$ cat config.mk
export PLATFORM = sky130hd
export DESIGN_NAME = tpu_slot_timer
export DESIGN_NICKNAME = d
export VERILOG_FILES = /design/src/rtl/tpu_pkg.sv /design/src/rtl/tpu_prescaler.sv /design/src/rtl/tpu_slot_timer.sv
export SDC_FILE = /design/constraint.sdc
export NUM_CORES = 1
export LEC_CHECK = 0
export ABC_AREA = 1
export CAP_MARGIN = 10
export CORE_ASPECT_RATIO = 0.8
export CORE_MARGIN = 2
export CORE_UTILIZATION = 48
export CTS_BUF_LIST = sky130_fd_sc_hd__clkbuf_16
export DETAILED_ROUTE_END_ITERATION = 12
export GPL_TIMING_DRIVEN = 0
export PLACE_DENSITY = 0.83
export SETUP_SLACK_MARGIN = 0.4
export SLEW_MARGIN = 40
export SYNTH_ARGS = -nofsm -noshare
export SYNTH_HDL_FRONTEND = slang
export SYNTH_SLANG_ARGS = --single-unit
$ cat constraint.sdc
create_clock -name SYS_CLK -period 2.9 [get_ports SYS_CLK]
set_clock_uncertainty 0.05 [all_clocks]
set_input_delay 0.435 -clock SYS_CLK [delete_from_list [all_inputs] [get_ports SYS_CLK]]
set_output_delay 0.435 -clock SYS_CLK [all_outputs]
set_load 0.1 [all_outputs]
$ cat src/rtl/tpu_pkg.sv
// Shared definitions for the TPU slot timer: FSM encoding, register-file
// addresses and TPU_CONTROL bit positions.
package tpu_pkg;

  typedef enum logic [0:0] {
    IDLE = 1'b0,
    RUN  = 1'b1
  } tpu_state_e;

  // TPU register-file map
  localparam logic [7:0] TPU_CONTROL_ADDR     = 8'h20;
  localparam logic [7:0] TPU_TX_SLOT_ADDR     = 8'h21;
  localparam logic [7:0] TPU_RX_SLOT_ADDR     = 8'h22;
  localparam logic [7:0] TPU_TIMER_VAL_LO_ADDR = 8'h23;
  localparam logic [7:0] TPU_TIMER_VAL_HI_ADDR = 8'h24;

  // TPU_CONTROL bit positions
  localparam int CTRL_RSTTPU_BIT      = 0;
  localparam int CTRL_TXSLOT_EN_BIT   = 1;
  localparam int CTRL_RXSLOT_EN_BIT   = 2;
  localparam int CTRL_TIMERINTMSK_BIT = 3;
  localparam int CTRL_INTFLAG_BIT     = 4;

endpackage

$ cat src/rtl/tpu_prescaler.sv
// Divides SYS_CLK into timer ticks: counts 0..PRESCALE-1 while enabled and
// flags the last count as a tick.
module tpu_prescaler #(
  parameter int PRESCALE = 4
) (
  input  logic SYS_CLK,
  input  logic SYS_RST,
  input  logic clr,
  input  logic en,
  output logic tick
);

  localparam int CW = (PRESCALE > 1) ? $clog2(PRESCALE) : 1;
  localparam logic [CW-1:0] LAST = CW'(PRESCALE - 1);

  logic [CW-1:0] cnt_q, cnt_d;

  assign tick = en & (cnt_q == LAST);

  // next count: clear has priority, otherwise wrap at LAST
  always_comb begin
    cnt_d = cnt_q;
    if (clr) begin
      cnt_d = '0;
    end else if (en) begin
      cnt_d = (cnt_q == LAST) ? '0 : cnt_q + 1'b1;
    end
  end

  // count register
  always_ff @(posedge SYS_CLK) begin
    if (SYS_RST) cnt_q <= '0;
    else         cnt_q <= cnt_d;
  end

endmodule

$ cat src/rtl/tpu_slot_timer.sv
// TDMA slot timer: counts prescaled ticks into slots, produces slot strobes,
// TX/RX slot windows and the TPU timer interrupt.
//
//   state | meaning
//   ------+-----------------------------------------------------------
//   IDLE  | stopped (soft reset or TIMER_INT_VALUE==0); counters held 0
//   RUN   | counting ticks and slots
module tpu_slot_timer
  import tpu_pkg::*;
#(
  parameter int PRESCALE  = 4,
  parameter int NUM_SLOTS = 8
) (
  input  logic        SYS_CLK,
  input  logic        SYS_RST,
  input  logic        RSTTPU,
  input  logic        TXSLOT_EN,
  input  logic        RXSLOT_EN,
  input  logic        TIMERINTMSK,
  input  logic        INTFLAG,
  input  logic [7:0]  TX_SLOT,
  input  logic [7:0]  RX_SLOT,
  input  logic [15:0] TIMER_INT_VALUE,
  output logic [15:0] timer_cnt,
  output logic [7:0]  slot_cnt,
  output logic        slot_start,
  output logic        tx_active,
  output logic        rx_active,
  output logic        tx_start,
  output logic        rx_start,
  output logic        irq_pending,
  output logic        irq
);

  localparam logic [7:0] LAST_SLOT = 8'(NUM_SLOTS - 1);

  tpu_state_e  state_q, state_d;
  logic [15:0] timer_q, timer_d;
  logic [7:0]  slot_q, slot_d;
  logic        slot_start_q, tx_q, rx_q, tx_start_q, rx_start_q;
  logic        tx_d, rx_d;
  logic        pend_q, pend_d;
  logic        intflag_q;
  logic        run_d, running, enter_run, tick, wrap;

  assign run_d     = ~RSTTPU & (TIMER_INT_VALUE != 16'd0);
  assign state_d   = run_d ? RUN : IDLE;
  assign running   = (state_q == RUN);
  assign enter_run = ~running & run_d;
  // >= so that lowering TIMER_INT_VALUE mid-slot ends the slot on the next tick
  assign wrap      = running & run_d & tick & (timer_q >= TIMER_INT_VALUE);

  tpu_prescaler #(.PRESCALE(PRESCALE)) u_prescaler (
    .SYS_CLK (SYS_CLK),
    .SYS_RST (SYS_RST),
    .clr     (~run_d),
    .en      (running),
    .tick    (tick)
  );

  // tick/slot counters, zeroed whenever the timer is not running next cycle
  always_comb begin
    timer_d = timer_q;
    slot_d  = slot_q;
    if (!run_d) begin
      timer_d = '0;
      slot_d  = '0;
    end else if (wrap) begin
      timer_d = '0;
      slot_d  = (slot_q == LAST_SLOT) ? 8'd0 : slot_q + 8'd1;
    end else if (running && tick) begin
      timer_d = timer_q + 16'd1;
    end
  end

  // windows follow the next slot index; out-of-range slots never match
  always_comb begin
    tx_d = run_d & TXSLOT_EN & (slot_d == TX_SLOT);
    rx_d = run_d & RXSLOT_EN & (slot_d == RX_SLOT);
  end

  // sticky interrupt: soft reset blocks everything, set beats clear
  always_comb begin
    pend_d = pend_q;
    if (RSTTPU)                     pend_d = 1'b0;
    else if (wrap)                  pend_d = 1'b1;
    else if (INTFLAG && !intflag_q) pend_d = 1'b0;
  end

  // state and output registers
  always_ff @(posedge SYS_CLK) begin
    if (SYS_RST) begin
      state_q      <= IDLE;
      timer_q      <= '0;
      slot_q       <= '0;
      slot_start_q <= 1'b0;
      tx_q         <= 1'b0;
      rx_q         <= 1'b0;
      tx_start_q   <= 1'b0;
      rx_start_q   <= 1'b0;
      pend_q       <= 1'b0;
      intflag_q    <= 1'b0;
    end else begin
      state_q      <= state_d;
      timer_q      <= timer_d;
      slot_q       <= slot_d;
      slot_start_q <= enter_run | wrap;
      tx_q         <= tx_d;
      rx_q         <= rx_d;
      tx_start_q   <= tx_d & ~tx_q;
      rx_start_q   <= rx_d & ~rx_q;
      pend_q       <= pend_d;
      intflag_q    <= INTFLAG;
    end
  end

  assign timer_cnt   = timer_q;
  assign slot_cnt    = slot_q;
  assign slot_start  = slot_start_q;
  assign tx_active   = tx_q;
  assign rx_active   = rx_q;
  assign tx_start    = tx_start_q;
  assign rx_start    = rx_start_q;
  assign irq_pending = pend_q;
  assign irq         = pend_q & ~TIMERINTMSK;

endmodule
==> results of run 1 <==
logic make-up (layout without fill, tap and decap cells):
logic type	after synthesis	after routing
AND/OR/NAND/NOR	194	194
AO/OA/AOI/OAI	25	25
flip-flops	34	34
adder cells (fa/ha/maj)	19	19
buffers and inverters	64	151
XOR/XNOR	14	14
worst register-to-register path: stages, from the launching register on:
cell and delay, ps:
dfxtp_2 360, inv_2 70, ha_1 270, nand2_1 50, nor2_1 90, nor2_1 50
nand2_1 80, nand2_1 80, nand2_2 80, nand2_2 80, nand2_4 140, nand2_8 90
buf_8 150, nand2_4 80, nand3_4 80, nand2_2 70, nand2_1 60, nor2_2 150
nand3_2 110, nor3_2 170
synthesized netlist by cell type (3+ instances only):
master and n:
ha_1 19, nand3_1 22, xnor2_1 4, o21ai_0 3
nor2_4 3, nand3_2 4, nand2_2 7, nand4_1 16
inv_1 58, dfxtp_1 34, xor2_1 10, a21oi_1 18
nor2_1 43, nor3_2 4, nand2_4 4, nor3_1 6
nand2_1 76
repair_timing:
action,CTS,global route
cloned,1,0
gates resized for setup,41,51
buffers inserted,5,4
setup endpoints to repair,14,14
pin swaps,30,32
hold endpoints to repair,0,0
state kept, by name, summed over array words and instances (netlist names):
name               count
u_prescaler.cnt_q      2
slot_start             1
running                1
rx_active              1
rx_start               1
timer_cnt             16
tx_start               1
tx_active              1
slot_cnt               8
irq_pending            1
intflag_q              1
routing by layer:
layer  share of wire, %  GRT usage [%]  up-vias
met5                  0              0        -
met4                3.7           7.17        0
met3                8.9           4.40       38
met2                 46           43.2      183
met1                 41           31.6     1313
li1                   -              -     1300
power breakdown:
group	switching, uW	leakage, uW	internal [uW]
Clock	195	0.0000724	310
Combinational	80.1	0.00138	71.1
Sequential	2.37	0.000284	470
Total	277	0.00173	851
metrics by stage:
step                      setup slack [ps]  total power, uW  cell area [um^2]
after floorplan                        426              536              2430
after global placement                24.0              603              3200
after detailed placement             -23.3              605              3050
after CTS                              406             1100              3400
after global routing                   321             1160              3660
final                                  444             1130              3660
worst max-delay path by stage:
stage / start / end / slack, ps / depth (start not counted)
6_report: TIMER_INT_VALUE[12] / rx_start$_SDFF_PP0_ / 440 / 16
3_3_place_gp: TIMER_INT_VALUE[3] / tx_start$_SDFF_PP0_ / 20 / 20
2_1_floorplan: timer_cnt[0]$_SDFFE_PP0P_ / tx_start$_SDFF_PP0_ / 430 / 18
4_1_cts: TIMER_INT_VALUE[5] / tx_start$_SDFF_PP0_ / 410 / 17
3_5_place_dp: TIMER_INT_VALUE[15] / rx_start$_SDFF_PP0_ / -20 / 15
5_1_grt: TIMER_INT_VALUE[12] / tx_start$_SDFF_PP0_ / 320 / 13
area by class of cell:
class | count | area (um^2) | share of cell area, %
Timing Repair Buffer | 79 | 653 | 17.9
Multi-Input combinational cell | 252 | 1830 | 50.0
Tap cell | 62 | 77.6 | 2.12
Sequential cell | 34 | 703 | 19.2
Inverter | 60 | 228 | 6.23
Clock buffer | 5 | 125 | 3.42
Buffer | 4 | 28.8 | 0.787
Clock inverter | 3 | 12.5 | 0.342
==> impl_results.md, run 1 <==
- Die Ht: around 67 um
- Floorplan die width: 83.2 um
- Post-synthesis instance area: approximately 2400 um^2
- Max Fanout on Critical Path: 5
- First-pass iteration count of the detailed router: 5
- Setup violation total in the final timing report: 0
- First-pass GRT wire length: between 10,000 and 15,000 um
- Layout fillers: roughly 320
- Worst min-delay path category: register to register
- Finished Core Util: 74.3%
- Period utilisation layout: around 85%
- CTS tree: built
- Count of vias placed by the detailed router: roughly 2,800
- Reg clk slew, reported paths: approximately 50 ps
- Area growth syn-to-layout: 51.7%
- Power density of the placed cells: slightly above 300 nW/um^2
- Highest clock frequency the design can meet: a little over 400 MHz
- Mapped Nets: 408
- Most common cell after layout, fill and taps aside: nand2_1
- Global route overflow: 0
- Capture endpoint of the worst hold path: rx_start$_SDFF_PP0_
- Sinks on Clock Net: 34
- Outcome: completed
- Seq/Total Area, Yosys: approximately 28%
- Global routing usage summed across all routing layers: about a quarter
- Total of flip-flops plus latches after synthesis: 34
- Count of unresolved DRC violations after routing: 0
- Worst path buffer plus inverter count: 3
- Top cell type by total area after synthesis: dfxtp_1
- Highest-count cells in the layout ignoring fill and taps: nand2_1, inv_1, nor2_1, buf_2, clkdlybuf4s50_1
- Number of synthesized flops with an enable pin: 0
- Fin nets: 494
- Antenna diode count: 0
- Worst EP arrival: ~2600 ps
- Initial antenna violation count: 0
- Number of max-cap violations: 0
- Routed length per instance: roughly 17 um
- Adder-cell share of the synthesized area: slightly below 10%
- Critical path class: primary input to register
- Vias per Instance: approximately 5.7
- Fraction of registers with async set or reset after synthesis: 0%
- Count of final hold-check violations: 0
- Register-to-register path setup slack: 470 ps
- Total core area: just under 5000 um^2
- Final Critical Period: roughly 2500 ps
- Final weighted congestion in routability-driven placement: approximately 0.84
- Post-placement cell count: approximately 480
- Chain of cells forming the critical path: clkdlybuf4s50_1, inv_2, ha_4, nand2_4, nor3_4, nand2_2, nand2_4, nand2_8, buf_8, nand2_4, nand3_4, nand2_2, nand2_1, nor2_2, nand3_2, nor3_2
- Number of buffers inserted for hold repair after clock tree synthesis: 0
- Worst-case headroom to the max-slew limit: 60.9%
- Required time at the endpoint of the critical path: a little over 3000 ps
- HPWL Detailed: roughly 4700 um
- CTS Buf Count: 5
- Number of cells on the worst hold path: 1
- Startpoint kind of the worst setup timing path: primary input
- Final cell count without fillers: around 500
- H-Tree Depth: 2
- IO Pins: 70
- Share of the synthesized area in compound gates (AO/OA/AOI/OAI): around 5.6%
- Largest cells by area after synthesis: dfxtp_1, nand2_1, ha_1
- Syn Inst Count: 350
- Main combinational cell family by area after synthesis: simple AND/OR/NAND/NOR gates
- Number of DRC markers in iteration 0: ~250
- Most common flop cell mapped by yosys: dfxtp_1
- Post-synthesis share of cell area spent on and, or, nand and nor gates: 40.9%
- Start of the worst register-to-register path: timer_cnt[0]$_SDFFE_PP0P_
- VDD IR max: about 0.27 mV
- Static leakage: about 0.0017 uW
- Routed WL: 8470 um
- Share of Yosys cell area claimed by the top area cell type: roughly 28%
- Multiplexer share of the synthesized area: 0%
- Worst-margin pin slew: 587 ps
- Cell with the most instances on the worst path: nand2_4
- Post-synthesis xor/xnor area fraction: under 10%
- Number of global-route vias before repair: around 2,500
- Count of final max-slew check failures: 0
- Post-synth cell types: 34
- Number of buffers inserted by port buffering: 69
- Insertion delay to the later sink of the worst-skew pair: around 280 ps
- Share of layout cells above drive strength 1: between 30% and 40%
- R2r endpoint: rx_start$_SDFF_PP0_
- Cell family contributing the most delay on the critical path: simple AND/OR/NAND/NOR gates
- Setup crit end kind: register
- Rows: 23
- Effective utilization at floorplan: 49.0%
- Hold Path Origin: rx_active$_SDFF_PP0_
- Critical path's largest stage delay: approximately 480 ps
- Setup repair after global routing missed its margin: false
- Max stage delay cell, worst path: clkdlybuf4s50_1
- Setup TNS after final layout: 0 ps
- Number of buffers on the longest clock path: 2
- Total Die Area: approximately 5600 um^2
- Hold slack final: approximately 370 ps
- Mapped Avg Cell Area: slightly below 7 um^2
- Yosys Warn Count: 0
- Number of nets with antenna violations after routing: 0
- Pin count of the biggest net entering global routing: 11
- Root Buffer: clkbuf_16
- Worst Reg-to-Reg Cells: 19
Power figures use the tool's default switching activity.
==> run 2, diff against run 1 <==
Clock period 2.9 ns to 2.4 ns, I/O delays scaled along.
==> run 2 against run 1 <==
Register-to-register slack got worse by 390 ps. Cell area grew 9.0%. Die area did not move. Sequential cell count did not move. Hold slack gained 6.0 ps. Largest power group unchanged.
==> impl_results.md, run 2 (synthesis results as in run 1) <==
- Hold Path Origin: tx_active$_SDFF_PP0_
- Register-to-register path setup slack: about 85 ps
- Setup violation total in the final timing report: 0
- Global routing usage summed across all routing layers: a little over a quarter
- Highest-count cells in the layout ignoring fill and taps: nand2_1, inv_1, nor2_1, buf_2, buf_4
- Number of nets with antenna violations after routing: 0
- Worst-case headroom to the max-slew limit: 58.3%
- Global routing met3 resource utilization: 6.85%
- Effective utilization at floorplan: 49.0%
- Number of global-route vias before repair: 2,576
- Share of layout cells above drive strength 1: between 40% and 50%
- Count of final max-slew check failures: 0
- Most common cell after layout, fill and taps aside: nand2_1
- Post-route total power: between 1000 and 1500 uW
- Highest-utilization routing layer at the global route stage: met2
- Area growth syn-to-layout: 65.4%
- Global route overflow: 0
- Final setup slack of the worst path: 84.6 ps
- VDD IR max: about 0.43 mV
- Insertion delay to the later sink of the worst-skew pair: just under 300 ps
- Setup repair after global routing missed its margin: true
- Startpoint kind of the worst setup timing path: register
- Critical path's largest stage delay: ~360 ps
- Count of unresolved DRC violations after routing: 0
- Met1 Use GR: between 30% and 40%
- Fin nets: a little over 500
- Outcome: completed
- Worst-case setup slack after placement: -429 ps
- Worst EP arrival: approximately 2500 ps
- Max Fanout on Critical Path: 5
- Number of buffers inserted by port buffering: between 60 and 70
- Die Ht: between 60 and 70 um
- Count of vias placed by the detailed router: just under 3,000
- Initial antenna violation count: 0
- Max stage delay cell, worst path: dfxtp_4
- Number of max-cap violations: 0
- CTS tree: built
- Count of final hold-check violations: 0
- Vias per Instance: 5.68
- Sinks on Clock Net: 34
- Number of DRC markers in iteration 0: 350
- Start of the worst register-to-register path: timer_cnt[13]$_SDFFE_PP0P_
- Final Critical Period: around 2300 ps
- Total Die Area: around 5600 um^2
- Antenna diode count: 0
- Routed WL: 9100 um
- Routed length per instance: between 15 and 20 um
- Flip-flop count of the largest register after layout: 16
- Root Buffer: clkbuf_16
- Worst min-delay path category: register to register
- Cell family contributing the most delay on the critical path: compound AO/OA/AOI/OAI gates
- GR Layer Usage met2: a little over two fifths
- Worst path buffer plus inverter count: 2
- Required time at the endpoint of the critical path: roughly 2600 ps
- First-pass GRT wire length: roughly 12,000 um
- Critical path class: register to register
- Worst-margin pin slew: ~620 ps
- Final cell count without fillers: about 520
- Rows: 23
- Final weighted congestion in routability-driven placement: around 0.86
- Post-placement cell count: ~480
- CTS Buf Count: 5
- Highest clock frequency the design can meet: around 430 MHz
- Floorplan die width: 83.2 um
- Static leakage: between 0.0015 and 0.002 uW
- Chain of cells forming the critical path: ha_4, a21oi_1, o21ai_1, a21oi_2, nand2_4, nand2_4, buf_12, buf_16, nand2_8, nand3_4, nand2_2, a21oi_1, nand2_1, nor3_2
- Reg clk slew, reported paths: 50 ps
- Critical Path Source: timer_cnt[13]$_SDFFE_PP0P_
- Total core area: a little under 5000 um^2
- Setup TNS after final layout: 0 ps
- Number of buffers on the longest clock path: 2
- Power density of the placed cells: 342 nW/um^2
- Pin count of the biggest net entering global routing: 11
- First-pass iteration count of the detailed router: 5
- HPWL Detailed: roughly 5000 um
- IO Pins: 70
- Setup crit end kind: register
- H-Tree Depth: 2
- Period utilisation layout: a little over nine tenths
## run 2: final cells by class
type                       count  area (um^2)
multi-input combinational    252         1930
fill                         279          935
inverter                      60          229
sequential                    34          754
clock buffer                   5          125
buffer                         4         35.0
clock inverter                 3         11.3
timing repair buffer         103          826
tap                           62         77.6
## run 2: worst reg2reg max path, delay by kind of cell, from the launching register on
family	cells	cell delay (ps)
flip-flops	1	360
adder cells (fa/ha/maj)	1	250
AND/OR/NAND/NOR	7	680
AO/OA/AOI/OAI	4	690
buffers and inverters	2	220
## run 2: report_power, final
| group | internal (uW) | switching, uW |
|---|---|---|
| Sequential | 549 | 2.75 |
| Combinational | 95.6 | 104 |
| Clock | 373 | 240 |
## run 2: per-stage QoR
stage               hold WS, ps  cell area [um^2]  util (%)
finish                      374              3990      81.0
global route                396              3990      81.0
CTS                         375              3710      75.4
detailed placement          369              3190      64.9
global placement            367              3350      68.1
floorplan                   375              2580         -
## run 2: timing repair
| action | 4_1_cts | 5_1_grt |
|---|---|---|
| setup endpoints to repair | 30 | 28 |
| gates cloned | 2 | 0 |
| buffers inserted | 18 | 14 |
| gates resized for setup | 74 | 37 |
| pin swaps | 47 | 25 |
| hold buffers | 0 | 0 |
## run 2: worst paths after layout
kind                                            end  depth (start not counted)
worst max-delay path            tx_start$_SDFF_PP0_                         14
worst min-delay path            tx_start$_SDFF_PP0_                          1
worst max register to register  tx_start$_SDFF_PP0_                         14
worst min register to register  tx_start$_SDFF_PP0_                          1
## run 2: metal layers
metal  vias to the layer above  routed length, um
li1                       1343                  -
met5                         -                  0
met1                      1391               3640
met4                         0                363
met2                       195               4260
met3                        42                843
==> run 3, diff against run 2 <==
Settings changed: CTS_CLUSTER_SIZE set to 40, MAX_ROUTING_LAYER set to met4.
Clock period 2.4 ns to 2.5 ns, I/O delays scaled along.
==> run 3 against run 2 <==
Clock-buffer cell count unchanged. Largest power group unchanged. Routed wire length down 14%. Core utilization shrank 3.6 points. Global-route usage grew 0.72 points. Die area did not move. Critical path depth up 4. Combinational power down 11%. Maximum frequency rose by 4.0%.
==> impl_results.md, run 3 (synthesis results as in run 1) <==
- Outcome: completed
- Clock Power Share: a little under half
- Required time at the endpoint of the critical path: ~2700 ps
- Number of buffers inserted for hold repair after clock tree synthesis: 0
- Final weighted congestion in routability-driven placement: between 0.8 and 0.9
- Worst EP arrival: roughly 2400 ps
- Worst-case setup slack after placement: -334 ps
- Global route overflow: 0
- Effective utilization at floorplan: a little under 50%
- Number of buffers on the longest clock path: 2
- Worst min-delay path category: register to register
- Seq pwr share: around two fifths
- Worst-case headroom to the max-slew limit: 58.1%
- Global routing usage summed across all routing layers: between 20% and 30%
- First-pass iteration count of the detailed router: 5
- Flip-flop count of the largest register after layout: 16
- Critical Path Source: timer_cnt[3]$_SDFFE_PP0P_
- Die Ht: 67.4 um
- CTS tree: built
- HPWL Detailed: between 4000 and 5000 um
- Number of global-route vias before repair: 2,514
- Area growth syn-to-layout: 58.0%
- Int Power: 971 uW
- Comb pwr share: 13.8%
- Routed WL: roughly 8000 um
- Most common cell after layout, fill and taps aside: nand2_1
- Number of buffers inserted by port buffering: 69
- Routed length per instance: about 15 um
- Worst-margin pin slew: between 600 and 700 ps
- Rows: 23
- Area after detailed placement: ~3200 um^2
- Static leakage: approximately 0.0017 uW
- Number of DRC markers in iteration 0: 210
- Highest clock frequency the design can meet: about 450 MHz
- Register-to-register path setup slack: ~270 ps
- Setup violation total in the final timing report: 0
- Vias per Instance: roughly 5.4
- Startpoint kind of the worst setup timing path: register
- Insertion delay to the later sink of the worst-skew pair: approximately 280 ps
- Final Critical Period: 2230 ps
- Setup repair after global routing missed its margin: true
- Critical path class: register to register
- Initial antenna violation count: 0
- Total Die Area: approximately 5600 um^2
- Count of final hold-check violations: 0
- Antenna diode count: 0
- Highest-count cells in the layout ignoring fill and taps: nand2_1, inv_1, nor2_1, buf_2, clkdlybuf4s50_1
- Floorplan die width: 83.2 um
- Total core area: about 4900 um^2
- Root Buffer: clkbuf_16
- CTS Buf Count: 5
- Net Switching: about 330 uW
- Period utilisation layout: about nine tenths
- Setup crit end kind: register
- Fraction of power spent switching nets: approximately a quarter
- Count of final max-slew check failures: 0
- Number of max-cap violations: 0
- First-pass GRT wire length: 11,600 um
- Reg clk slew, reported paths: around 50 ps
- H-Tree Depth: 2
- Pin count of the biggest net entering global routing: 11
- Start of the worst register-to-register path: timer_cnt[3]$_SDFFE_PP0P_
- Sinks on Clock Net: 34
- Count of vias placed by the detailed router: between 2,000 and 3,000
- Share of layout cells above drive strength 1: 41.2%
- Fin nets: roughly 500
- Max Fanout on Critical Path: 8
- VDD IR max: between 0.3 and 0.4 mV
- Hold Path Origin: rx_active$_SDFF_PP0_
- IO Pins: 70
- Count of unresolved DRC violations after routing: 0
- Final setup slack of the worst path: roughly 270 ps
- Finished Cell Area: between 3000 and 4000 um^2
- Number of nets with antenna violations after routing: 0
- Power density of the placed cells: 342 nW/um^2
[run 3: cell types whose count changed in the layout (fill, tap and decap cells not counted), sizes merged]
cell,delta
buf,-17
clkinv,+2
clkdlybuf4s15,+2
inv,-2
dlygate4sd2,-2
[run 3: worst paths after layout]
kind	depth (start not counted)	to
max	18	tx_start$_SDFF_PP0_
min	1	rx_start$_SDFF_PP0_
max reg2reg	18	tx_start$_SDFF_PP0_
min reg2reg	1	rx_start$_SDFF_PP0_
[run 3: power groups by stage]
stage	sequential (uW)	clock, uW	combinational (uW)
4_1_cts	529	593	162
2_1_floorplan	547	0	60.8
6_report	529	593	179
5_1_grt	530	619	194
3_5_place_dp	541	0	150
3_3_place_gp	541	0	147
[run 3: final cells by class]
type / count / area, um^2
buffer: 4 / 35.0
clock buffer: 5 / 125
clock inverter: 3 / 12.5
fill: 304 / 1110
inverter: 60 / 229
multi-input combinational: 252 / 1900
sequential: 34 / 751
tap: 62 / 77.6
timing repair buffer: 86 / 677
[run 3: worst max-delay path: stages, from the launching register on]
cell and delay, ps:
dfxtp_4 360, ha_4 260, nand2_2 50, nor2_1 90, nor2_1 50, nand2_1 70
nand2_2 60, nand2_2 80, nand2_2 70, nand2_4 120, nand2_4 80, buf_8 160
nand2_4 80, nand3_4 100, nand2_2 110, inv_2 50, nor2_4 110, nand3_2 100
nor3_2 100
[run 3: routing by layer]
layer,share of wire (%),track usage (%),wire (um)
met5,0,-,0
met4,1.6,9.63,128
met3,6.2,6.60,485
met2,49,44.9,3830
met1,43,32.6,3360
[run 3: through the flow]
stage / utilization [%] / hold slack, ps / TNS (ps) / cells / power (uW)
4_1_cts: 73.5 / 374 / 0 / 502 / 1280
3_5_place_dp: 64.6 / 369 / -3690 / 481 / 690
6_report: 77.4 / 373 / 0 / 506 / 1300
3_3_place_gp: 67.7 / 367 / -3390 / 481 / 687
5_1_grt: 77.4 / 399 / 0 / 506 / 1340
2_1_floorplan: - / 393 / 0 / 350 / 608
[run 3: repair_timing]
item,in CTS,in global routing
pin swaps,47,24
gates cloned,2,0
endpoints found under the hold margin,0,0
setup endpoints to repair,25,25
gates resized for setup,67,42
buffers inserted,11,4
